===== config.mk =====
export PLATFORM = sky130hd
export DESIGN_NAME = traffic_light_sequencer
export DESIGN_NICKNAME = d
export VERILOG_FILES = /design/src/rtl/traffic_light_sequencer.sv
export SDC_FILE = /design/constraint.sdc
export NUM_CORES = 1
export LEC_CHECK = 0
export CAP_MARGIN = 30
export CORE_ASPECT_RATIO = 0.9
export CORE_MARGIN = 4
export CORE_UTILIZATION = 60
export CTS_CLUSTER_DIAMETER = 40
export CTS_CLUSTER_SIZE = 20
export DETAILED_ROUTE_END_ITERATION = 7
export DONT_BUFFER_PORTS = 1
export GPL_ROUTABILITY_DRIVEN = 0
export PLACE_DENSITY_LB_ADDON = 0.2
export SYNTH_ARGS = -nofsm -noshare
export SYNTH_HDL_FRONTEND = slang
export SYNTH_SLANG_ARGS = --single-unit

===== constraint.sdc =====
create_clock -name clk -period 2.5 [get_ports clk]
set_input_delay 0.25 -clock clk [delete_from_list [all_inputs] [get_ports clk]]
set_output_delay 0.25 -clock clk [all_outputs]
set_load 0.03 [all_outputs]

===== src/rtl/traffic_light_sequencer.sv =====
// Main traffic-light FSM: times each phase from the time_parameter value with a 1 Hz down-counter.
// Optional macro SENSOR_EXTEND_EN enables the one-shot main-green extension on side-street demand.
module traffic_light_sequencer #(
  parameter logic [1:0] CODE_BASE = 2'b00,
  parameter logic [1:0] CODE_EXT  = 2'b01,
  parameter logic [1:0] CODE_YEL  = 2'b10
) (
  input  logic       clk,
  input  logic       reset,
  input  logic       one_hz_enable,
  input  logic       prog_sync,
  input  logic       sensor_sync,
  input  logic       walk_request_sync,
  input  logic [3:0] value,
  output logic [1:0] interval_code,
  output logic [2:0] main_light,
  output logic [2:0] side_light,
  output logic       walk_light,
  output logic       walk_reset
);

  typedef enum logic [2:0] {
    S_MG     = 3'd0,
`ifdef SENSOR_EXTEND_EN
    S_MG_EXT = 3'd1,
`endif
    S_MY     = 3'd2,
    S_WALK   = 3'd3,
    S_SG     = 3'd4,
    S_SY     = 3'd5
  } state_t;

  localparam logic [2:0] LAMP_R = 3'b100;
  localparam logic [2:0] LAMP_Y = 3'b010;
  localparam logic [2:0] LAMP_G = 3'b001;

  state_t     state_q, state_d, state_nxt;
  logic [1:0] code_q, code_d;
  logic [3:0] cnt_q, cnt_d;
  logic       load_q, load_d;
  logic       walk_pend_q, walk_pend_d;
  logic       walk_reset_q, walk_reset_d;
  logic [2:0] main_q, main_d;
  logic [2:0] side_q, side_d;
  logic       walk_q, walk_d;

`ifndef SENSOR_EXTEND_EN
  logic unused_sensor;
  assign unused_sensor = sensor_sync;
`endif

  function automatic logic [1:0] code_of(input state_t s);
    case (s)
`ifdef SENSOR_EXTEND_EN
      S_MG_EXT: code_of = CODE_EXT;
`endif
      S_WALK:   code_of = CODE_EXT;
      S_MY,
      S_SY:     code_of = CODE_YEL;
      default:  code_of = CODE_BASE;
    endcase
  endfunction

  // Returns {main, side, walk}
  function automatic logic [6:0] lamps_of(input state_t s);
    case (s)
      S_MY:    lamps_of = {LAMP_Y, LAMP_R, 1'b0};
      S_WALK:  lamps_of = {LAMP_R, LAMP_R, 1'b1};
      S_SG:    lamps_of = {LAMP_R, LAMP_G, 1'b0};
      S_SY:    lamps_of = {LAMP_R, LAMP_Y, 1'b0};
      default: lamps_of = {LAMP_G, LAMP_R, 1'b0};
    endcase
  endfunction

  always_comb begin
    state_nxt = S_MG;
    case (state_q)
`ifdef SENSOR_EXTEND_EN
      S_MG:     state_nxt = sensor_sync ? S_MG_EXT : S_MY;
      S_MG_EXT: state_nxt = S_MY;
`else
      S_MG:     state_nxt = S_MY;
`endif
      S_MY:     state_nxt = walk_pend_q ? S_WALK : S_SG;
      S_WALK:   state_nxt = S_SG;
      S_SG:     state_nxt = S_SY;
      S_SY:     state_nxt = S_MG;
      default:  state_nxt = S_MG;
    endcase
  end

  always_comb begin
    state_d      = state_q;
    cnt_d        = cnt_q;
    load_d       = load_q;
    walk_reset_d = 1'b0;
    walk_pend_d  = walk_pend_q | walk_request_sync;
    if (prog_sync) begin
      state_d = S_MG;
      load_d  = 1'b1;
    end else if (load_q) begin
      // A zero interval still needs one tick so the phase is visible
      cnt_d  = (value == 4'd0) ? 4'd1 : value;
      load_d = 1'b0;
    end else if (one_hz_enable) begin
      if (cnt_q > 4'd1) begin
        cnt_d = cnt_q - 4'd1;
      end else begin
        state_d = state_nxt;
        load_d  = 1'b1;
        if (state_nxt == S_WALK) begin
          walk_pend_d  = 1'b0;
          walk_reset_d = 1'b1;
        end
      end
    end
    code_d                   = code_of(state_d);
    {main_d, side_d, walk_d} = lamps_of(state_d);
  end

  always_ff @(posedge clk) begin
    if (reset) begin
      state_q      <= S_MG;
      code_q       <= 2'b00;
      cnt_q        <= 4'd0;
      load_q       <= 1'b1;
      walk_pend_q  <= 1'b0;
      walk_reset_q <= 1'b0;
      main_q       <= LAMP_G;
      side_q       <= LAMP_R;
      walk_q       <= 1'b0;
    end else begin
      state_q      <= state_d;
      code_q       <= code_d;
      cnt_q        <= cnt_d;
      load_q       <= load_d;
      walk_pend_q  <= walk_pend_d;
      walk_reset_q <= walk_reset_d;
      main_q       <= main_d;
      side_q       <= side_d;
      walk_q       <= walk_d;
    end
  end

  assign interval_code = code_q;
  assign main_light    = main_q;
  assign side_light    = side_q;
  assign walk_light    = walk_q;
  assign walk_reset    = walk_reset_q;

endmodule


* Yosys cells after proc, flatten, opt, wreduce, memory -nomap -nowiden *
Cells that the tools add are included.

word-level totals
  register bits = 19
  bits in latches = 0
  memory bits (writable) = 0
  ROM bits = 0
  bits of input ports = 10
  output and inout port bits = 10
  logic and storage cells = 51
  memories = 0

cells by class
  add/subtract/negate cells = 1
  $mul = 0
  divide/modulo/power cells = 0
  $lt $le $gt $ge = 1
  equality and inequality tests = 8
  shift-type cells = 0
  multiplexer cells = 21
  bitwise operators = 3
  reductions and logical operators = 8

operators by type and width
  operator             count
  $pmux 7 s4           1
  $mux 4               4
  $eq 3x2->1 const B   5
  $mux 3               5
  $pmux 3 s4           1
  $eq 3x3->1 const B   3
  $mux 1               9
  $reduce_or 5->1      1
  $gt 4x1->1 const B   1
  $logic_not 4->1      1
  $pmux 2 s2           1
  $reduce_bool 2->1    2
  $reduce_or 2->1      2
  $sub 4x1->4 const B  1
  $logic_not 3->1      1
  $reduce_and 3->1     1
  $not 1->1            2
  $or 1x1->1           1

* Logic depth before layout (Yosys ltp) *
  depth in word-level cells = 9
  gate-level depth with buffers = 7
  mapped depth without buffers = 7

* Least setup slack after synthesis *
No wires, ideal clock.

  kind = register to register
  from = reg cnt_q[0]
  to = reg cnt_q[2]
  library setup time = 0.128 ns
  arrival time = 1.546 ns
  required time = 2.372 ns
  path slack = 0.826 ns
  stages on the path, launching flop included = 8
  buffers on the path = 0
  period minus slack after synthesis = 1.674 ns
  cells stage by stage = dfxtp_1 -> inv_1 -> ha_1 -> o21ba_2 -> a211oi_4 -> o21ai_0 -> a22oi_1 -> nor2_1

between the ends
  cells in the longest elaborated chain, start to end = 4
  elaborated cells between the ends (all ways) = 7
  those cells by class = add/sub (1); order compare (1); mux (3); reduce/logical (2)

RTL lines
  element                   line  source
  start: declaration        39    logic [3:0] cnt_q, cnt_d;
  start signal: assignment  135   cnt_q <= cnt_d;
  $sub 4x1->4               107   cnt_d = cnt_q - 4'd1;
  $mux 4                    106   if (cnt_q > 4'd1) begin
  $mux 4                    105   end else if (one_hz_enable) begin
  $mux 4                    101   end else if (load_q) begin

Several ways; a longest one is shown, not always the timed one. The select of a mux whose other input is x is not followed.
A chain may end at the register's enable or synchronous reset.

* Worst setup path in the final report *
Ends and elaborated chain as after synthesis.

==> impl_summary.txt <==
----------------------------------------------------
[Drt]
  DR vias ... 675
  Total iterations of the first detailed-routing run ... 4
  DRC errors left ... 0
  Vias per cell ... roughly 5.9
  Average routed wire per standard cell ... between 10 and 15 µm
  Wire length reported by the detailed router ... 1700 µm
  Final ANT Viol Nets ... 0
  Initial DRC Count ... 24

[Outcome]
  Status ... completed

[Power]
  Maximum VDD drop ... ~0.44 mV
  PD cells ... 564 nW/µm²
  Leakage power ... 0.356 nW

[Clocking]
  CTS tree ... yes
  CTS sink cnt ... 19
  Post-cts sizing count ... 0
  Reg clk slew, reported paths ... 0.10 ns
  Buffer cell driving the clock tree root ... sky130_fd_sc_hd__clkbuf_4
  Maximum buffer depth of the clock tree ... 2
  Count of H-tree levels built during CTS ... 1
  Source-to-sink clock delay at the later pin of the worst-skew pair ... 0.29 ns
  Cts bufs inserted ... 3

[Timing]
  Final Setup Violations ... 0
  Least-Margin Pin Slew ... 0.377 ns
  Final-layout setup total negative slack ... 0 ns
  Final max-slew violation count ... 0
  Worst setup skew after layout ... just under 0.007 ns
  F_max ... 0.528 GHz
  Final hold viol count ... 0
  Post-route fraction of the period consumed by the critical path ... 0.757
  Clock period minus final worst setup slack ... 1.89 ns
  RSZ-0062 raised after global routing ... no
  Worst slew slack as a fraction of its limit ... 0.748

[Logic synthesis]
  Mux cell area share after synthesis ... 0.0360
  Ys Warns ... 0
  Combinational family with the most area after synthesis ... compound AO/OA/AOI/OAI gates
  Synth Area in Compound Gates ... 0.250
  Fraction of the mapped netlist area in adder cells ... 0.0277
  Synthesized netlist cell count ... 95
  Register bit count reported by yosys ... 19
  Simple-gate share of the synthesized area ... 0.224
  Average cell area after synthesis ... 9.52 µm²
  Cell Area, Synth ... 905 µm²
  Mapped Nets ... 107
  Number of distinct library cells after synthesis ... 37
  Post-synthesis share of cell area spent on xor and xnor gates ... 0
  Part of the Yosys area used for sequential elements ... 0.420

[GRT]
  Grt ovf ... 0
  First-pass GRT wire length ... 2930 µm
  Tot GR Track Use ... 0.173
  Pin count of the biggest net entering global routing ... 14
  Number of antenna violations at the first check in global routing ... 0
  Via count of the first global-routing pass ... roughly 640

[Critical path]
  Launching point of the worst reg2reg path ... cnt_q[0]
  Crit-path slowest cell ... sky130_fd_sc_hd__dfxtp_1
  CP max stage delay ... 0.40 ns
  R2r worst-path depth ... 7
  Critical path class ... flop to flop
  Arrival time at the worst endpoint ... roughly 2.1 ns
  Reg-to-reg endpoint ... cnt_q[2]
  Worst path cell trace ... inv_1 > ha_1 > o21ba_2 > a211oi_4 > o21ai_0 > a22oi_1 > nor2_1
  CP max FO ... 8
  Reg2Reg Setup Slack ... around 0.6 ns
  Worst Setup End Kind ... flop
  Setup crit start kind ... flop
  Required arrival time at the worst endpoint ... about 2.7 ns
  Worst setup path start ... cnt_q[0]

[Layout]
  Synth-to-layout area growth ... 7.47%
  Final net count ... 113
  Proportion of layout cells with a drive suffix above 1 ... 0.140
  Final std cells w/o fill ... between 100 and 150
  Ant. Diodes ... 0

[Place]
  Placed instance count ... 107
  Number of port buffers ... 0
  Hpwl dp ... between 1000 and 1500 µm

[Floorplanning]
  Width of the chip ... 48.9 µm
  Number of placed I/O pins ... 20
  Placeable core region ... 1430 µm²
  Initial Util ... 0.632
  Number of placement rows ... 13
  Die extent in y ... 44.8 µm
  Area of the die ... 2190 µm²

[Min path]
  End of the worst hold path ... state_q[2]
  Hold WC Path Type ... input pin to flop
  Hold_sp ... reset
  Worst hold path cell count ... 1

[Job]
  Number of max-cap violations ... 0

----------------------------------------------------
timing repair:
action / 4_1_cts / 5_1_grt
hold buffers: 2 / 2
setup buffers: 0 / 0
endpoints found under the hold margin: 3 / 5
routing by layer:
metal / global-route usage / wire (µm) / vias up
li1: - / - / 347
met1: 0.230 / 824 / 313
met2: 0.260 / 774 / 15
met3: 0.0792 / 102 / 0
met4: 0.0376 / 0 / 0
met5: 0 / 0 / -
synthesized netlist by cell type, drive strengths merged:
cell type,number,area share
a31o,1,0.0097
nor3b,1,0.021
a22oi,2,0.017
o31ai,1,0.0083
nand4,1,0.0069
nor2,14,0.058
o2111ai,1,0.0097
nand2,4,0.019
a21o,1,0.0083
nor4,2,0.014
or3,1,0.0069
o21ba,1,0.011
and2,1,0.0069
a2111oi,1,0.030
a211oi,3,0.039
dfxtp,19,0.42
a22o,1,0.0097
o21a,1,0.0083
ha,2,0.028
nor2b,3,0.021
nor3,4,0.028
a211o,1,0.0097
clkbuf,2,0.0083
mux2i,2,0.036
a2111o,1,0.012
nand2b,5,0.035
o21ai,4,0.022
inv,5,0.021
buf,1,0.012
o21bai,1,0.0083
nand3b,1,0.0083
a21oi,7,0.047
area by class of cell:
class,instances,area [µm²]
fill,127,459
multi-input combinational,68,487
tap,15,18.8
timing repair buffer,4,40.0
sequential,19,380
clock inverter,1,5.00
clock buffer,3,22.5
inverter,5,18.8
cell usage in the layout (no fill, tap or decap), types with 2 or more instances in the layout:
cell type	Yosys	layout
sky130_fd_sc_hd__a211oi_1	2	2
sky130_fd_sc_hd__a21oi_1	5	5
sky130_fd_sc_hd__a21oi_2	2	2
sky130_fd_sc_hd__a22oi_1	2	2
sky130_fd_sc_hd__clkbuf_4	0	3
sky130_fd_sc_hd__dfxtp_1	19	19
sky130_fd_sc_hd__dlygate4sd3_1	0	4
sky130_fd_sc_hd__ha_1	2	2
sky130_fd_sc_hd__inv_1	5	5
sky130_fd_sc_hd__nand2_1	3	3
sky130_fd_sc_hd__nand2b_1	5	5
sky130_fd_sc_hd__nor2_1	14	14
sky130_fd_sc_hd__nor2b_1	3	3
sky130_fd_sc_hd__nor3_1	3	3
sky130_fd_sc_hd__nor4_1	2	2
sky130_fd_sc_hd__o21ai_0	4	4
registers in the layout (all words and copies together) (netlist names):
name	count
load_q	1
walk_reset	1
walk_pend_q	1
walk_light	1
state_q	3
side_light	3
main_light	3
interval_code	2
cnt_q	4
report_power, final:
group	internal [W]	leakage [nW]	total (W)	switching (W)
logic	0.0000346	0.184	0.0000750	0.0000404
clock network	0.0000595	0.0177	0.000148	0.0000882
registers	0.000312	0.155	0.000326	0.0000136
logic make-up (layout without fill, tap and decap cells):
logic type / count (synthesis) / count (layout)
flops: 19 / 19
simple gates: 37 / 37
buf+inv: 8 / 13
fa+ha+maj: 2 / 2
mux: 2 / 2
compound gates: 27 / 27
worst max path at each step:
stage | endpoint | slack (ns) | cells after the start
after floorplan | cnt_q[2] | 0.83 | 7
after global placement | cnt_q[2] | 0.69 | 7
after detailed placement | cnt_q[2] | 0.64 | 7
after CTS | cnt_q[2] | 0.61 | 7
after global routing | cnt_q[3] | 0.43 | 7
final | cnt_q[2] | 0.61 | 7
worst max-delay path: cells and delay by family, from the launching register on:
family	cells	cell delay [ns]
AOI/OAI and AO/OA	4	1.02
DFF	1	0.40
adders and majority gates	1	0.24
buffers and inverters	1	0.08
and+or+nand+nor	1	0.05
metrics by stage:
step	hold slack (ns)	cell area [µm²]	utilization	power (W)	setup slack, ns
global route	0.00841	972	0.679	0.000584	0.433
detailed placement	0.323	905	0.632	0.000399	0.636
floorplan	0.326	905	-	0.000395	0.826
finish	0.0176	972	0.679	0.000548	0.606
CTS	0.000949	952	0.665	0.000552	0.615
global placement	0.321	905	0.632	0.000397	0.694
Power figures use the tool's default switching activity.
